## config.mk

```make
export PLATFORM = sky130hd
export DESIGN_NAME = bit_scan_controller
export DESIGN_NICKNAME = d
export VERILOG_FILES = /design/src/rtl/bit_scan_controller.sv
export SDC_FILE = /design/constraint.sdc
export NUM_CORES = 1
export LEC_CHECK = 0
export CAP_MARGIN = 0
export CORE_AREA = 2 2 69 71
export DETAILED_ROUTE_END_ITERATION = 10
export DIE_AREA = 0 0 71 73
export DONT_BUFFER_PORTS = 1
export PLACE_DENSITY = 0.51
export SKIP_CTS_REPAIR_TIMING = 1
export SLEW_MARGIN = 20
export SYNTH_ARGS = -nofsm -noshare
export SYNTH_HDL_FRONTEND = slang
export SYNTH_SLANG_ARGS = --single-unit
```

## constraint.sdc

```tcl
create_clock -name i_clock -period 3.3 [get_ports i_clock]
set_input_delay 0.165 -clock i_clock [delete_from_list [all_inputs] [get_ports i_clock]]
set_output_delay 0.165 -clock i_clock [all_outputs]
set_load 0.005 [all_outputs]
```

## src/rtl/bit_scan_controller.sv

```systemverilog
// bit_scan_controller
//   Drives a 7-to-1 bit-select multiplexer. A start request latches a 7-bit
//   word. The sequencer then steps the select through all seven positions,
//   holding each one for TICKS_PER_BIT cycles, and captures the multiplexer
//   output back into a reassembled word.
//
// Parameters
//   TICKS_PER_BIT : cycles each select value is held (1..65535)
//   LSB_FIRST     : 1 = select order 0..6, 0 = select order 6..0
//
// Ports
//   i_clock       : clock, rising edge
//   i_reset       : synchronous active-high reset
//   i_start       : scan request, sampled only in IDLE
//   i_data_in     : word latched when i_start is accepted
//   i_mux_out     : multiplexer output, fed back for capture
//   o_mux_select  : multiplexer select (never 3'b111)
//   o_mux_input   : multiplexer data input (the latched word)
//   o_bit_strobe  : high in the last cycle of each bit period
//   o_busy        : high while scanning
//   o_done        : one-cycle pulse after the 7th bit is captured
//   o_captured    : reassembled word, bit s sampled while select = s
module bit_scan_controller #(
   parameter int unsigned TICKS_PER_BIT = 4,
   parameter bit          LSB_FIRST     = 1'b1
) (
   input  logic       i_clock,
   input  logic       i_reset,
   input  logic       i_start,
   input  logic [6:0] i_data_in,
   input  logic       i_mux_out,
   output logic [2:0] o_mux_select,
   output logic [6:0] o_mux_input,
   output logic       o_bit_strobe,
   output logic       o_busy,
   output logic       o_done,
   output logic [6:0] o_captured
);

   typedef enum logic [1:0] {
      ST_IDLE,
      ST_SCAN,
      ST_DONE
   } state_t;

   localparam logic [15:0] LP_TICK_LAST = 16'(TICKS_PER_BIT - 1);
   localparam logic [2:0]  LP_SEL_FIRST = LSB_FIRST ? 3'd0 : 3'd6;
   localparam logic [2:0]  LP_SEL_LAST  = LSB_FIRST ? 3'd6 : 3'd0;

   state_t      r_state;
   state_t      w_state_nxt;
   logic [15:0] r_tick;
   logic [2:0]  r_sel;
   logic [6:0]  r_word;
   logic [6:0]  r_cap;
   logic        r_busy;
   logic        w_strobe;
   logic        w_done;
   logic        w_last;
   logic [2:0]  w_sel_step;

   assign w_last     = (r_sel == LP_SEL_LAST);
   assign w_sel_step = LSB_FIRST ? (r_sel + 3'd1) : (r_sel - 3'd1);

   // Next-state and decoded outputs
   always_comb begin
      w_state_nxt = r_state;
      w_strobe    = 1'b0;
      w_done      = 1'b0;
      case (r_state)
         ST_IDLE: begin
            if (i_start) w_state_nxt = ST_SCAN;
         end
         ST_SCAN: begin
            w_strobe = (r_tick == LP_TICK_LAST);
            if (w_strobe && w_last) w_state_nxt = ST_DONE;
         end
         ST_DONE: begin
            w_done      = 1'b1;
            w_state_nxt = ST_IDLE;
         end
         default: w_state_nxt = ST_IDLE;
      endcase
   end

   always_ff @(posedge i_clock) begin
      if (i_reset) r_state <= ST_IDLE;
      else         r_state <= w_state_nxt;
   end

   // Datapath: the select and the word are left untouched outside an accepted
   // start or an active scan, so they hold their last values in IDLE.
   always_ff @(posedge i_clock) begin
      if (i_reset) begin
         r_tick <= '0;
         r_sel  <= '0;
         r_word <= '0;
         r_cap  <= '0;
         r_busy <= 1'b0;
      end else begin
         r_busy <= (w_state_nxt == ST_SCAN);
         if (r_state == ST_IDLE && i_start) begin
            r_word <= i_data_in;
            r_cap  <= '0;
            r_sel  <= LP_SEL_FIRST;
            r_tick <= '0;
         end else if (r_state == ST_SCAN) begin
            if (w_strobe) begin
               r_cap[r_sel] <= i_mux_out;
               r_tick       <= '0;
               if (!w_last) r_sel <= w_sel_step;
            end else begin
               r_tick <= r_tick + 16'd1;
            end
         end
      end
   end

   assign o_mux_select = r_sel;
   assign o_mux_input  = r_word;
   assign o_captured   = r_cap;
   assign o_busy       = r_busy;
   assign o_bit_strobe = w_strobe;
   assign o_done       = w_done;

endmodule

```

Word level (Yosys, flattened, before mapping) --
Cells that the tools add are included.
Storage, ports and cells: register bits 36, input port bits 11
Cells by class: muxes and demuxes 9, eq/ne operators 5, reductions and logical operators 7, add/subtract/negate cells 2, $lt $le $gt $ge 2, bitwise gates (word level) 1
Operator list (count):
- 16-bit by 1-bit adder with 16-bit output (second input constant) | 1
- 16-bit by 2-bit equality test with 1-bit output (second input constant) | 1
- 16-bit 2-to-1 mux | 1
- 7-bit bitwise mux | 1
- 2-bit by 1-bit equality test with 1-bit output (second input constant) | 2
- 3-bit by 4-bit < comparator with 1-bit output (second input constant) | 1
- 2-bit 2-to-1 mux | 2
- 2-bit case mux with 2 select lines | 1
- 3-bit by 1-bit adder with 3-bit output (second input constant) | 1
- 1-bit demux with 3-bit select | 1
- 3-bit equality test (second input constant) | 1
- 3-bit by 1-bit greater-or-equal comparator with 1-bit output (second input constant) | 1
- 1-bit logical AND | 3
- 1-bit 2-to-1 mux | 3
- 3-bit AND reduction | 1
- 2-bit equality test (second input constant) | 1
- 2-bit zero test | 1
- 2-bit AND reduction | 1
- 2-bit OR reduction | 1
- 1-bit NOT | 1

Logic depth before layout (Yosys ltp) --
depth after elaboration 5, depth in mapped cells 6, gate-level depth less buffers 5

Worst setup path after synthesis --
OpenSTA, ideal clock, no wires.
path kind register to register, start point register r_tick[0], end point register r_cap[1] (netlist: o_captured[1]), data arrival time 1.480 ns, cell stages (with the launch flop) 7, clock period less this slack 1.610 ns, setup time 0.130 ns, setup slack 1.690 ns, cells stage by stage dfxtp_1 ha_1 nor4b_2 nand4_1 buf_2 o41ai_2 a21oi_1
On the way: cells in the longest elaborated chain, start to end 3
RTL lines:
- from (decl) | line 52 | logic [15:0] r_tick;
- from (signal assigned) | line 113 | r_tick <= r_tick + 16'd1;
- 16-bit by 2-bit equality test with 1-bit output | line 75 | w_strobe = (r_tick == LP_TICK_LAST);
- 1-bit 2-to-1 mux | line 70 | case (r_state)
- 2-bit AND reduction (no line)
- to (signal, indexed assignment) | line 109 | r_cap[r_sel] <= i_mux_out;
- to (decl) | line 55 | logic [6:0] r_cap;
Every way passes these cells. A chain may end at the register's enable or synchronous reset.

Worst setup path in the final report --
start point register r_tick[0], end point register r_tick[9]
On the way: cells in the longest elaborated chain, start to end 3
RTL lines:
- parallel branches: the longest is 2 deep, another holds 16-bit by 1-bit adder with 16-bit output
- 16-bit 2-to-1 mux (*) | line 108 | if (w_strobe) begin
Every way passes the cells marked *.

==> results.txt <==
Share of layout cells above drive strength 1: 0.1244. In this design, the stage delay of the slowest critical-path cell is 0.49 ns. The element type at the critical path start was a flip-flop. For the worst setup path, the data required time is 3.46 ns.

The actual slew at the worst max-slew pin was 0.6020 ns. The critical path buffer and inverter count was 1; the number of distinct library cell variants in the gate-level netlist after synthesis was 45. CTS placed an instance of sky130_fd_sc_hd__clkbuf_8 at the clock tree root. Among all stages on the critical path, the largest delay is contributed by sky130_fd_sc_hd__o21ai_2. Along the worst path, the maximum fanout reaches 15.

31 I/O pins were placed. The switching share of power works out to 0.2416. During synthesis, Yosys emitted a total of 0 warnings. The area used by sequential logic in the layout came out at 720.7 sq um.

Family with the most delay on the worst path: compound AO/OA/AOI/OAI gates. Total power for the finished layout comes to 823.1 uW. The run gives 4536 sq um as the total core area.

After global routing the overflow that remains totals 0. Setup violations remaining at the end of the flow were counted as 0. The later-pin clock latency in the skew report is 0.29 ns. Kind of critical path: flip-flop to flip-flop.

The area growth from synthesis to layout is 8.548%. The initialized floorplan defines 25 standard-cell rows. Prior to clock tree synthesis, the placed netlist has a worst setup slack of 1.369 ns. In the routed layout, each cell is associated on average with a via count of 5.628. The cell-internal power is 624.2 uW. The synthesized area per cell is 8.843 sq um, and the net count of the mapped netlist is 206. After detailed routing, the total wire length is 3601 um. Data arrives at the worst endpoint at 2.06 ns. The layout has 451 filler cells.

The portion of total power attributed to the clock network was 0.404. The placer's final routability congestion estimate is 0.8027. The synthesized design contains 36 register bits. The worst path in the final design needs a cycle of 1.903 ns, including I/O delays and setup. In the final layout, the multi-input gates occupy 920.9 sq um. The die is 71 um wide. The fraction of registers with async set/reset is 0. The die is 73 um tall. Global-route wire length before repair: 6065 um. After clock tree synthesis, the clock-pin slew on the worst setup and hold paths is 0.08 ns. Across the run, the number of max-cap violations was 0.

Counting the buffers created by CTS gives 5. The number of violations reported at the end of detailed-routing iteration 0 is 73, and the number of failing hold endpoints at the final stage is 0. The count of buffers added on input and output ports is 0.

The tools report the nature of the critical path endpoint as a flip-flop. The final worst clock skew came out at 0.006817 ns. The type of the tightest min-delay check was input pin to flip-flop. Once detail routing completed, the nets flagged for antenna violations numbered 0.

The total number of vias came out at 1,390. The tools report the maximum clock path buffer count as 2. The tools report the upper clock frequency limit as 0.5254 GHz. The register area share after synthesis was 0.4245.

TritonCTS built the clock tree. The logs give 0.049 for the share of power burned in combinational logic and 206 for the number of nets at the end of the flow. For this design, the sink count on the clock tree is 36. After technology mapping, the gate count stands at 192.

The tools report the starting density of the core as 0.3743. Final setup slack of the worst path: 1.397 ns. The final number of max-transition violations is 0, and the power dissipated by switching net loads is 198.8 uW.

The run gives 1,279 as the number of global-route vias before repair. The headroom to the max-slew limit is 0.5986. The logs give 0.1480 for the global router's overall resource usage and 4 for the detailed-routing iteration count for the pre-antenna-repair pass. The logs give 0.0005689 uW for the leakage component of the power and 0 for the initial antenna violation count. In the routed design, unresolved DRC markers number 0.

The part of the total power dissipated in sequential elements was 0.547. The die covers 5183 sq um. The post-route fraction of the period consumed by the critical path came out at 0.5768.

After synthesis the cells add up to 1698 sq um. The H-tree generated during clock tree synthesis spans 2 levels. The number of synthesized flops with an enable pin came out at 0. The run gives 0 ns as the setup TNS after final layout. The flow ran to the end, and the final reports show no timing, DRC or antenna violations. VDD sags by at most 0.3001 mV. Entering global routing, the biggest net connects 16 pins. Setup repair after global routing left no endpoint under its margin. The routed wire length per instance came out at 14.58 um. The top flip-flop cell by instance count after synthesis was sky130_fd_sc_hd__dfxtp_1. Final antenna diode count: 0. Walking the worst path, the cells encountered are ha_1, nor4b_2, nand4_1, buf_4, o21ai_2, nor2_1.

The power density normalized to cell area is 446.6 nW/um^2, and the post-DP HPWL is 2520 um.
==> cell usage in the layout (no fill, tap or decap), drive strengths merged, types with 2 or more instances in the layout <==
cell,synthesis,routed
dfxtp,36,36
nand3,7,7
and4,2,2
buf,7,2
nor3,3,3
clkinvlp,0,2
clkbuf,3,6
inv,3,3
nor2,17,17
nor4,6,6
a31oi,2,2
or3,4,4
nand2,26,26
a21oi,19,19
o21ai,6,6
nand4,10,10
nand4b,4,4
or4,2,2
ha,3,3
a31o,2,2
nor4b,2,2
and4b,2,2
xor2,8,8
xnor2,4,4
o31ai,2,2
mux2i,2,2
==> final cells by class <==
type / instances / area share
clock buffer: 6 / 0.04481
inverter: 3 / 0.006110
multi-input combinational: 143 / 0.4997
clock inverter: 2 / 0.008147
sequential: 36 / 0.3910
tap: 54 / 0.03666
timing repair buffer: 3 / 0.01358
==> through the flow <==
step | utilization | instances | hold slack (ns) | instance area [sq um]
after floorplan | - | 192 | 0.3010 | 1698
after global placement | 0.3826 | 238 | 0.2358 | 1735
after detailed placement | 0.3826 | 238 | 0.2372 | 1735
after CTS | 0.4041 | 246 | -0.07547 | 1833
after global routing | 0.4063 | 247 | 0.003841 | 1843
final | 0.4063 | 247 | 0.004492 | 1843
==> metal layers <==
metal	GRT usage	vias to the layer above	routed length, um
li1	-	688	-
met1	0.1923	658	1694
met2	0.2253	38	1576
met3	0.05801	6	282
met4	0.05031	0	48
met5	0	-	0
==> power groups by stage <==
stage                     clock network (uW)  registers, uW  logic [uW]
after detailed placement                   0            460        38.4
final                                    333            450        40.0
after floorplan                            0            458        32.5
after global placement                     0            460        36.7
after global routing                     361            452        45.4
after CTS                                341            450        38.1
==> sequential cells by signal, indices dropped and copies added (netlist names) <==
register	flops
o_mux_input	7
r_state	2
o_mux_select	3
r_tick	16
o_busy	1
o_captured	7
==> worst paths after layout <==
path	from	to	slack, ns	cells past startpoint
max	r_tick[0]	r_tick[9]	1.40	6
min reg2reg	r_tick[1]	r_tick[1]	0.48	2
max reg2reg	r_tick[0]	r_tick[9]	1.40	6
min	i_data_in[6]	o_mux_input[6]	0.004	2
==> cell usage after synthesis, types with 3 or more instances <==
| master | instances | area share |
|---|---|---|
| sky130_fd_sc_hd__dfxtp_1 | 36 | 0.42 |
| sky130_fd_sc_hd__a21oi_1 | 19 | 0.056 |
| sky130_fd_sc_hd__o21ai_0 | 4 | 0.012 |
| sky130_fd_sc_hd__nor2_1 | 17 | 0.038 |
| sky130_fd_sc_hd__inv_1 | 3 | 0.0066 |
| sky130_fd_sc_hd__ha_1 | 3 | 0.022 |
| sky130_fd_sc_hd__xor2_1 | 8 | 0.041 |
| sky130_fd_sc_hd__nand2_1 | 26 | 0.057 |
| sky130_fd_sc_hd__nor4_1 | 3 | 0.011 |
| sky130_fd_sc_hd__clkbuf_1 | 3 | 0.0066 |
| sky130_fd_sc_hd__xnor2_1 | 4 | 0.021 |
| sky130_fd_sc_hd__or3_1 | 4 | 0.015 |
| sky130_fd_sc_hd__nand4b_1 | 4 | 0.021 |
| sky130_fd_sc_hd__nor3_1 | 3 | 0.0088 |
| sky130_fd_sc_hd__nand3_1 | 5 | 0.015 |
| sky130_fd_sc_hd__nand4_1 | 10 | 0.037 |
| sky130_fd_sc_hd__buf_2 | 6 | 0.018 |
==> cells by family (layout without fill, tap and decap cells) <==
| group | after synthesis | count (layout) | share of synthesized area |
|---|---|---|---|
| AO/OA/AOI/OAI | 34 | 34 | 0.1216 |
| flip-flops | 36 | 36 | 0.4245 |
| multiplexers | 2 | 2 | 0.01179 |
| buffers and inverters | 13 | 14 | 0.03316 |
| adder cells (fa/ha/maj) | 3 | 3 | 0.02211 |
| AND/OR/NAND/NOR | 92 | 92 | 0.3250 |
| XOR/XNOR | 12 | 12 | 0.06190 |
(Power assumes the default switching activity.)
